**src/rtl/npu_pkg.sv**
```systemverilog
// Shared NPU types, saturation limits and the saturating adder.
// DATA_WIDTH / ACC_WIDTH macros default to 8 / 32 when not supplied by the build.
`ifndef DATA_WIDTH
`define DATA_WIDTH 8
`endif
`ifndef ACC_WIDTH
`define ACC_WIDTH 32
`endif

package npu_pkg;

    localparam int unsigned DW = `DATA_WIDTH;
    localparam int unsigned AW = `ACC_WIDTH;

    typedef enum logic {
        ACCUM,
        OUTPUT
    } acc_state_t;

    localparam logic signed [AW-1:0] ACC_MAX = {1'b0, {(AW-1){1'b1}}};
    localparam logic signed [AW-1:0] ACC_MIN = {1'b1, {(AW-1){1'b0}}};

    // Activation limits expressed at accumulator width for direct comparison.
    localparam logic signed [AW-1:0] DATA_MAX_ACC = {{(AW-DW+1){1'b0}}, {(DW-1){1'b1}}};
    localparam logic signed [AW-1:0] DATA_MIN_ACC = {{(AW-DW+1){1'b1}}, {(DW-1){1'b0}}};
    localparam logic signed [DW-1:0] DATA_MAX = {1'b0, {(DW-1){1'b1}}};
    localparam logic signed [DW-1:0] DATA_MIN = {1'b1, {(DW-1){1'b0}}};

    typedef struct packed {
        logic signed [AW-1:0] sum;
        logic                 clamp;
    } sat_t;

    function automatic sat_t sat_add(input logic signed [AW-1:0] a,
                                     input logic signed [AW-1:0] b);
        logic signed [AW:0] s;
        sat_t res;
        s = {a[AW-1], a} + {b[AW-1], b};
        res.clamp = s[AW] ^ s[AW-1];
        if (!res.clamp)
            res.sum = s[AW-1:0];
        else if (s[AW])
            res.sum = ACC_MIN;
        else
            res.sum = ACC_MAX;
        return res;
    endfunction

endpackage

```
**src/rtl/psum_accumulator_requantize.sv**
```systemverilog
// Combinational requantizer: round-half-up, arithmetic shift, saturate to DATA_WIDTH.
// Optional RELU_EN macro clamps negative accumulators to zero (not reported as a clamp).
module requantize
    import npu_pkg::*;
#(
    parameter int unsigned SHIFT = 8
) (
    input  logic signed [AW-1:0] acc,
    output logic signed [DW-1:0] data,
    output logic                 clamp
);

    logic signed [AW-1:0] v;
    logic signed [AW-1:0] r;
    logic signed [AW-1:0] sh;
    logic                 rclamp;

    always_comb begin
        v = acc;
`ifdef RELU_EN
        if (acc[AW-1])
            v = '0;
`endif
    end

    generate
        if (SHIFT > 0) begin : g_round
            localparam logic signed [AW-1:0] HALF = {{(AW-1){1'b0}}, 1'b1} << (SHIFT - 1);
            sat_t rs;
            assign rs     = sat_add(v, HALF);
            assign r      = rs.sum;
            assign rclamp = rs.clamp;
        end else begin : g_noround
            assign r      = v;
            assign rclamp = 1'b0;
        end
    endgenerate

    assign sh = r >>> SHIFT;

    always_comb begin
        data  = sh[DW-1:0];
        clamp = rclamp;
        if (sh > DATA_MAX_ACC) begin
            data  = DATA_MAX;
            clamp = 1'b1;
        end else if (sh < DATA_MIN_ACC) begin
            data  = DATA_MIN;
            clamp = 1'b1;
        end
    end

endmodule

```
**src/rtl/psum_accumulator.sv**
```systemverilog
// Accumulates NUM_TILES partial sums onto a bias and emits a requantized activation.
// Optional feature macro: RELU_EN (handled inside requantize).
module psum_accumulator
    import npu_pkg::*;
#(
    parameter int unsigned NUM_TILES = 4,
    parameter int unsigned SHIFT     = 8
) (
    input  logic                 clk,
    input  logic                 rst,
    input  logic                 in_valid,
    output logic                 in_ready,
    input  logic signed [AW-1:0] in_psum,
    input  logic signed [AW-1:0] bias,
    output logic                 out_valid,
    input  logic                 out_ready,
    output logic signed [DW-1:0] out_data,
    output logic                 out_ovf
);

    localparam logic [15:0] LAST = 16'(NUM_TILES - 1);

    acc_state_t           state, state_next;
    logic [15:0]          cnt;
    logic signed [AW-1:0] acc;
    logic                 ovf_r;

    logic                 accept;
    logic                 last;
    logic signed [AW-1:0] base;
    sat_t                 add;
    logic                 ovf_sum;
    logic signed [DW-1:0] rq_data;
    logic                 rq_clamp;

    assign in_ready  = (state == ACCUM) | out_ready;
    assign out_valid = (state == OUTPUT);
    assign accept    = in_valid & in_ready;
    assign last      = (cnt == LAST);

    // cnt is always 0 in OUTPUT, so an accept there naturally loads the bias.
    always_comb begin
        base    = (cnt == '0) ? bias : acc;
        add     = sat_add(base, in_psum);
        ovf_sum = ((cnt == '0) ? 1'b0 : ovf_r) | add.clamp;
    end

    requantize #(.SHIFT(SHIFT)) u_requantize (
        .acc   (add.sum),
        .data  (rq_data),
        .clamp (rq_clamp)
    );

    always_comb begin
        state_next = state;
        case (state)
            ACCUM: begin
                if (accept && last)
                    state_next = OUTPUT;
            end
            OUTPUT: begin
                if (out_ready)
                    state_next = (accept && last) ? OUTPUT : ACCUM;
            end
            default: state_next = ACCUM;
        endcase
    end

    always_ff @(posedge clk) begin
        if (rst)
            state <= ACCUM;
        else
            state <= state_next;
    end

    always_ff @(posedge clk) begin
        if (rst) begin
            cnt      <= '0;
            acc      <= '0;
            ovf_r    <= 1'b0;
            out_data <= '0;
            out_ovf  <= 1'b0;
        end else if (accept) begin
            acc   <= add.sum;
            ovf_r <= ovf_sum;
            if (last) begin
                cnt      <= '0;
                out_data <= rq_data;
                out_ovf  <= ovf_sum | rq_clamp;
            end else begin
                cnt <= cnt + 16'd1;
            end
        end
    end

endmodule

```
**config.mk**
```make
export PLATFORM = sky130hd
export DESIGN_NAME = psum_accumulator
export DESIGN_NICKNAME = d
export VERILOG_FILES = /design/src/rtl/npu_pkg.sv /design/src/rtl/psum_accumulator_requantize.sv /design/src/rtl/psum_accumulator.sv
export SDC_FILE = /design/constraint.sdc
export NUM_CORES = 1
export LEC_CHECK = 0
export CORE_MARGIN = 4
export CORE_UTILIZATION = 41
export DETAILED_ROUTE_END_ITERATION = 10
export GPL_TIMING_DRIVEN = 0
export PLACE_DENSITY = 0.72
export SETUP_SLACK_MARGIN = 0.02
export SLEW_MARGIN = 20
export SYNTH_ARGS = -nofsm -noshare
export SYNTH_HDL_FRONTEND = slang
export SYNTH_SLANG_ARGS = --single-unit
```
**constraint.sdc**
```tcl
create_clock -name clk -period 10.1 [get_ports clk]
set_clock_uncertainty 0.05 [all_clocks]
set_input_delay 1.515 -clock clk [delete_from_list [all_inputs] [get_ports clk]]
set_output_delay 1.515 -clock clk [all_outputs]
set_load 0.05 [all_outputs]
```
# Word-level counts from Yosys, hierarchy flattened
# Cells that the tools add are included.
[op_classes]
n_addsub = 3
magnitude_cmp = 2
n_eq_ne = 1
mux = 14
n_bitwise = 7
n_reduce_logical = 3
[ops]
columns = ["operator", "n"]
rows = [
  ["$mux 32", 5],
  ["$add 32x32->33", 1],
  ["$add 32x9->33 const B", 1],
  ["$gt 24x8->1 const B", 1],
  ["$lt 24x8->1 const B", 1],
  ["$add 16x1->16 const B", 1],
  ["$eq 16x2->1 const B", 1],
  ["$logic_not 16->1", 1],
  ["$mux 16", 1],
  ["$mux 8", 2],
  ["$mux 1", 5],
  ["$or 1x1->1", 3],
  ["$pmux 1 s2", 1],
  ["$reduce_and 2->1", 1],
  ["$xor 1x1->1", 2],
  ["$and 1x1->1", 1],
  ["$logic_and 1x1->1", 1],
  ["$not 1->1", 1],
]
[word_totals]
reg_bits = 59
in_bits = 68
out_inout_bits = 11
wordCells = 36

# Logic depth before layout (Yosys ltp)
# Gate-level depths: netlist of run 1.
[depth]
depth_word = 12
mapped_depth = 38
depth_no_buf = 33

# By module
# A second synthesis of run 1 with hierarchy kept.
[hier_totals]
hier_cells = 774
area_unflattened_um2 = 5844.4
[by_module_without_submodules]
columns = ["module", "instances", "cells_each", "area_per_inst_um2", "seq_area_each_um2"]
rows = [
  ["psum_accumulator", 1, 618, 4857.2, 1181.1],
  ["requantize", 1, 156, 987.2, 0.0],
]

# Least setup slack after synthesis of run 1
# No wires, ideal clock.
[synth_path]
path_kind = "reg-to-reg"
start = "register cnt[2]"
end = "register out_data[0]"
setup_ns = 0.144
arrival_time_ns = 8.117
t_required_ns = 9.906
setup_slack_ns = 1.789
stages_incl_launch_ff = 36
n_path_buf = 4
cell_sequence = "dfxtp_1 > or4_1 > nor4_1 > nand2_1 > clkbuf_1 > mux2_2 > ha_1 > buf_2 > a21oi_2 > o21ai_1 > a2111oi_4 > a31oi_4 > nor2b_1 > a21oi_1 > a21o_1 > a21o_1 > xor2_1 > ha_1 > inv_1 > clkbuf_1 > nor2_1 > mux2i_1 > clkbuf_1 > o21ai_0 > ha_1 > o2111ai_1 > a21o_1 > nor2_1 > xnor2_1 > ha_1 > o21bai_1 > a221oi_1 > or4_1 > a311o_1 > o41ai_4 > a211oi_1"
[synth_rtl]
columns = ["item", "line", "rtl"]
rows = [
  ["from (decl)", "psum_accumulator.sv:24", "logic [15:0] cnt;"],
  ["from (signal assigned)", "psum_accumulator.sv:91", "cnt <= cnt + 16'd1;"],
  ["to (signal assigned)", "psum_accumulator.sv:88", "out_data <= rq_data;"],
  ["to (decl)", "psum_accumulator.sv:17", "output logic signed [DW-1:0] out_data,"],
]

==> results of run 1 <==
## worst min-delay path by stage
stage	to	slack, ns
after floorplan	acc[0]	0.38
after global routing	acc[1]	0.43
after global placement	acc[0]	0.39
after detailed placement	acc[1]	0.40
final	acc[1]	0.41
after CTS	acc[1]	0.41
## stage by stage
step                total power [mW]  setup TNS (ns)  instances
global placement               1.636          -5.675       1070
floorplan                      1.293               0        809
finish                         2.031               0       1088
detailed placement             1.645          -5.043       1070
CTS                            1.966               0       1085
global route                   2.165               0       1088
## routing by layer
layer / vias to the layer above / share of wire (%) / track usage, %
met2: 286 / 44 / 36.97
met1: 3069 / 46 / 33.45
met3: 37 / 8.0 / 4.134
met4: 0 / 2.2 / 6.174
met5: - / 0 / 0
li1: 3222 / - / -
## flip-flops by register name, indices dropped and copies added, names as in the netlist
name / flops
out_ovf: 1
cnt: 16
acc: 32
ovf_r: 1
out_valid: 1
out_data: 8
## cells in the mapped netlist (7+ instances only)
| library cell | number | area share, % |
|---|---|---|
| nand2_1 | 57 | 3.5 |
| nor3_1 | 42 | 3.4 |
| nor4_1 | 10 | 1.0 |
| a21o_1 | 20 | 2.5 |
| o22ai_1 | 7 | 0.72 |
| o21a_1 | 14 | 1.7 |
| nand3_1 | 27 | 2.2 |
| mux2_2 | 33 | 6.1 |
| and2_1 | 7 | 0.72 |
| inv_1 | 11 | 0.68 |
| nand4_1 | 25 | 2.6 |
| clkbuf_1 | 36 | 2.2 |
| a21oi_1 | 49 | 4.0 |
| and3_1 | 12 | 1.2 |
| o21ai_1 | 12 | 0.98 |
| dfxtp_1 | 59 | 19 |
| nor2_1 | 105 | 6.5 |
| ha_1 | 39 | 8.0 |
| xnor2_1 | 18 | 2.6 |
| buf_2 | 14 | 1.1 |
| o21ai_0 | 32 | 2.6 |
| a211oi_1 | 21 | 2.6 |
| xor2_1 | 23 | 3.3 |
## logic make-up after synthesis
| family | after synthesis | share of synthesized area [%] |
|---|---|---|
| AO/OA/AOI/OAI | 234 | 27.41 |
| XOR/XNOR | 41 | 5.887 |
| flip-flops | 59 | 19.36 |
| multiplexers | 36 | 6.585 |
| AND/OR/NAND/NOR | 334 | 28.02 |
| buffers and inverters | 65 | 4.410 |
| adder cells (fa/ha/maj) | 40 | 8.328 |
## power by group through the flow
stage | combinational (mW) | sequential (mW) | clock (mW)
floorplan | 1.00 | 0.293 | 0
global placement | 1.34 | 0.298 | 0
detailed placement | 1.35 | 0.299 | 0
CTS | 1.36 | 0.295 | 0.314
global route | 1.54 | 0.299 | 0.326
finish | 1.42 | 0.296 | 0.315
## timing repair
action | in CTS | in global routing
pin swaps | 0 | 1
gates cloned | 0 | 0
gates resized for setup | 4 | 17
setup endpoints to repair | 8 | 8
hold buffers | 0 | 0
buffers inserted | 0 | 3
## tightest hold or removal path, stage by stage, from the launching register on
cell and delay, ns:
dfxtp_1 0.31, nand2_1 0.05, a21oi_1 0.05
## layout make-up
class	instances	area (um2)
fillers	1451	7059
well taps	184	230.2
flip-flops and latches	59	1181
multi-input cells	685	4690
plain buffers	52	229.0
clock inverters	6	63.81
clock buffers	10	239.0
repair buffers	80	793.3
inverters	12	48.80
==> results.sh, run 1 <==
export IMPL_path_depth=36
export IMPL_clock_sinks=59
export IMPL_synth_warnings=0
export IMPL_powerDensity_nw_per_um2=271.7
export IMPL_final_util_pct=51.43
export IMPL_wl_mm=19.99
export IMPL_critical_path_endpoint="out_ovf"
export IMPL_viasPerCell=6.079
export IMPL_worst_pin_slew_ns=0.9431
export IMPL_ys_seq_area_share_pct=19.36
export IMPL_crit_family="compound AO/OA/AOI/OAI gates"
export IMPL_cts_tree="yes"
export IMPL_whs_ns=0.4071
export IMPL_hold_depth=2
export IMPL_dp_slack_ns=-0.6397
export IMPL_finalInstanceArea_um2=7475
export IMPL_rsz0062_at_grt="false"
export IMPL_dr_first_iter_drc_count=642
export IMPL_static_leakage_power_nw=2.808
export IMPL_cts_buffer_depth=2
export IMPL_hold_path_startpoint="acc[1]"
export IMPL_maxCapViolCount=0
export IMPL_hold_viol=0
export IMPL_syn_nets=917
export IMPL_num_vias=6614
export IMPL_port_buffers=77
export IMPL_r2r_end="out_ovf"
export IMPL_setup_slack_ns=0.4781
export IMPL_start_kind="flop"
export IMPL_maxSlewViolCount=0
export IMPL_gp_congestion=0.9474
export IMPL_layout_drive_gt1_share_pct=11.95
export IMPL_synth_cells=809
export IMPL_synth_flop_cell="dfxtp_1"
export IMPL_p_int_mw=0.9816
export IMPL_netlist_area_um2=6100
export IMPL_cts_root_buf="clkbuf_16"
export IMPL_cp_arrival_ns=9.76
export IMPL_avgSynthCellArea_um2=7.540
export IMPL_final_cell_mix="105 x nor2_1, 77 x clkdlybuf4s50_1, 59 x dfxtp_1, 57 x nand2_1, 49 x a21oi_1"
export IMPL_grt_max_degree=14
export IMPL_die_w_um=130.0
export IMPL_die_area_um2=16890
export IMPL_timing_fmax_ghz=0.1039
export IMPL_syn_to_final_growth_pct=22.54
export IMPL_hold_path_class="reg -> reg"
export IMPL_die_h_um=130.0
export IMPL_p_switching_mw=1.049
export IMPL_p_seq_share_pct=14.6
export IMPL_h_tree_depth=3
export IMPL_r2r_slack_ns=0.48
export IMPL_placed_area_um2=7101
export IMPL_r2r_start="cnt[2]"
export IMPL_finalCriticalPeriod_ns=9.622
export IMPL_io_pins=79
export IMPL_dpl_hpwl_mm=15.87
export IMPL_drc=0
export IMPL_clk_pin_slew_worst_paths_ns=0.06
export IMPL_path_max_fanout=10
export IMPL_rr_worst_depth=36
export IMPL_pwr_share_clk_pct=15.5
export IMPL_fin_nets=1007
export IMPL_rows=44
export IMPL_drt_pass1_iterations=5
export IMPL_ys_seq_elements=59
export IMPL_first_global_vias=6056
export IMPL_max_stage_delay_ns=0.52
export IMPL_cts_made_buffers=9
export IMPL_ant_nets=0
export IMPL_crit_buf_inv=7
export IMPL_fin_crit_sh_pct=95.27
export IMPL_clock_latency_ns=0.34
export IMPL_grt_overflow_total=0
export IMPL_ir_drop_v=0.0001047
export IMPL_final_common_cell="nor2_1"
export IMPL_async_flop_share_pct=0
export IMPL_cp_end_kind="flop"
export IMPL_combPwrFrac_pct=69.9
export IMPL_netSwitchingFraction_pct=51.66
export IMPL_antenna_found_initial=0
export IMPL_grt_pass1_wl_mm=31.45
export IMPL_required_ns=10.24
export IMPL_ys_types=84
export IMPL_fp_coreArea_um2=14530
export IMPL_start_util_pct=41.97
export IMPL_n_antenna_cell=0
export IMPL_startpoint="cnt[2]"
export IMPL_synth_edf_count=0
export IMPL_wl_per_cell_um=18.37
export IMPL_worst_path_max_delay_cell="or4_1"
export IMPL_relSlewSlack_pct=36.55
export IMPL_finalSetupViolCount=0
export IMPL_grt_util_all_layers_pct=23.55
export IMPL_outcome="completed"
export IMPL_crit_type="reg -> reg"
(Power assumes the default switching activity.)
==> run 2, diff against run 1 <==
- GPL_ROUTABILITY_DRIVEN: not set -> 0
==> results.sh, run 2 (synthesized netlist as in run 1, its figures left out) <==
export IMPL_outcome="completed"
export IMPL_largest_register_ffs=32
export IMPL_r2r_end="out_data[0]"
export IMPL_hold_path_class="reg -> reg"
export IMPL_r2r_start="cnt[2]"
export IMPL_rr_worst_depth=36
export IMPL_clk_pin_slew_worst_paths_ns=0.06
export IMPL_cts_made_buffers=9
export IMPL_maxCapViolCount=0
export IMPL_die_w_um=130.0
export IMPL_die_h_um=130.0
export IMPL_grt_pass1_wl_mm=31.47
export IMPL_syn_to_final_growth_pct=22.52
export IMPL_holdPathEnd="acc[0]"
export IMPL_ir_drop_v=0.0001135
export IMPL_num_vias=6589
export IMPL_ant_nets=0
export IMPL_cp_arrival_ns=9.74
export IMPL_clock_sinks=59
export IMPL_pwr_share_clk_pct=15.3
export IMPL_start_kind="flop"
export IMPL_regArea_um2=1181
export IMPL_top_regs="acc (32), cnt (16), out_data (8)"
export IMPL_port_buffers=77
export IMPL_finalSetupViolCount=0
export IMPL_antenna_found_initial=0
export IMPL_cts_root_buf="clkbuf_16"
export IMPL_relSlewSlack_pct=39.88
export IMPL_grt_util_all_layers_pct=23.62
export IMPL_p_seq_share_pct=14.6
export IMPL_cts_buffer_depth=2
export IMPL_viasPerCell=6.051
export IMPL_instances_no_fill=1089
export IMPL_grt_overflow_total=0
export IMPL_start_util_pct=41.97
export IMPL_drt_pass1_iterations=5
export IMPL_p_int_mw=0.9857
export IMPL_finalInstanceArea_um2=7473
export IMPL_worst_pin_slew_ns=0.8936
export IMPL_drc=0
export IMPL_rsz0062_at_grt="false"
export IMPL_maxSlewViolCount=0
export IMPL_worst_path_max_delay_cell="or4_1"
export IMPL_top_register="acc"
export IMPL_timing_fmax_ghz=0.1042
export IMPL_final_cell_mix="105 x nor2_1, 77 x clkdlybuf4s50_1, 59 x dfxtp_1, 56 x nand2_1, 49 x a21oi_1"
export IMPL_wl_mm=19.82
export IMPL_cp_end_kind="flop"
export IMPL_final_common_cell="nor2_1"
export IMPL_layout_drive_gt1_share_pct=11.49
export IMPL_n_antenna_cell=0
export IMPL_netSwitchingFraction_pct=51.36
export IMPL_required_ns=10.25
export IMPL_p_switching_mw=1.041
export IMPL_combPwrFrac_pct=70.1
export IMPL_r2r_slack_ns=0.51
export IMPL_path_max_fanout=10
export IMPL_die_area_um2=16890
export IMPL_fill_cells=1383
export IMPL_place_inst=1070
export IMPL_fin_nets=1008
export IMPL_io_pins=79
export IMPL_rows=44
export IMPL_dpl_hpwl_mm=15.72
export IMPL_hold_depth=2
export IMPL_grt_max_degree=14
export IMPL_multi_input_area_um2=4688
export IMPL_hold_path_startpoint="acc[0]"
export IMPL_first_global_vias=6153
export IMPL_placed_area_um2=7101
export IMPL_h_tree_depth=3
export IMPL_dr_first_iter_drc_count=693
export IMPL_max_stage_delay_ns=0.55
export IMPL_fp_coreArea_um2=14530
export IMPL_wl_per_cell_um=18.20
export IMPL_static_leakage_power_nw=2.798
export IMPL_fin_crit_sh_pct=94.97
export IMPL_crit_type="reg -> reg"
export IMPL_clock_latency_ns=0.34
export IMPL_powerDensity_nw_per_um2=271.1
export IMPL_cts_tree="yes"
export IMPL_hold_viol=0
export IMPL_finalCriticalPeriod_ns=9.592
-- run 2: worst max-delay path by stage --
stage                       from     endpoint  slack (ns)  cells after the start
after floorplan           cnt[2]  out_data[0]        1.79                     35
after global placement    cnt[2]      out_ovf       -0.66                     32
after detailed placement  cnt[2]  out_data[0]       -0.70                     32
after CTS                 cnt[2]  out_data[0]        0.06                     31
after global routing      cnt[2]  out_data[0]        0.02                     36
final                     cnt[2]  out_data[0]        0.51                     36
-- run 2: final cells by class --
| cell class | count | area share [%] |
|---|---|---|
| multi-input cells | 685 | 62.73 |
| flip-flops and latches | 59 | 15.80 |
| repair buffers | 81 | 10.71 |
| clock buffers | 12 | 3.298 |
| well taps | 184 | 3.081 |
| plain buffers | 52 | 3.047 |
| clock inverters | 4 | 0.6697 |
| inverters | 12 | 0.6529 |
-- run 2: critical path, delay by kind of cell, from the launching register on --
family	cells	cell delay [ns]
xor+xnor	2	0.34
simple gates	8	2.19
mux	2	0.74
buf+inv	7	1.52
compound gates	13	2.80
flops	1	0.34
fa+ha+maj	4	1.42
-- run 2: power groups by stage --
stage	Sequential, mW	Combinational (mW)	Clock (mW)
5_1_grt	0.299	1.56	0.320
6_report	0.295	1.42	0.310
4_1_cts	0.295	1.36	0.311
2_1_floorplan	0.293	1.00	0
3_3_place_gp	0.298	1.33	0
3_5_place_dp	0.299	1.34	0
-- run 2: metrics by stage --
stage          setup WS (ns)  util, %  TNS, ns  hold WS [ns]  power, mW
4_1_cts              0.05814    50.99        0        0.4009      1.961
2_1_floorplan          1.789        -        0        0.3785      1.293
5_1_grt              0.01855    51.42        0        0.4205      2.175
3_5_place_dp         -0.7028    48.86   -5.578        0.3938      1.639
3_3_place_gp         -0.6584    48.86   -5.228        0.3910      1.628
6_report              0.5076    51.42        0        0.4003      2.026
-- run 2: timing repair --
action | in CTS | in global routing
hold buffers | 0 | 0
resized for setup | 6 | 9
endpoints found under the setup margin | 8 | 8
pin swaps | 0 | 1
cloned | 0 | 0
setup buffers | 0 | 4
-- run 2: layer usage --
| metal | vias up | track usage [%] | routed length, um |
|---|---|---|---|
| li1 | 3213 | - | - |
| met5 | - | 0 | 0 |
| met4 | 0 | 8.741 | 564 |
| met3 | 45 | 3.357 | 1513 |
| met1 | 3033 | 33.20 | 9022 |
| met2 | 298 | 36.79 | 8716 |
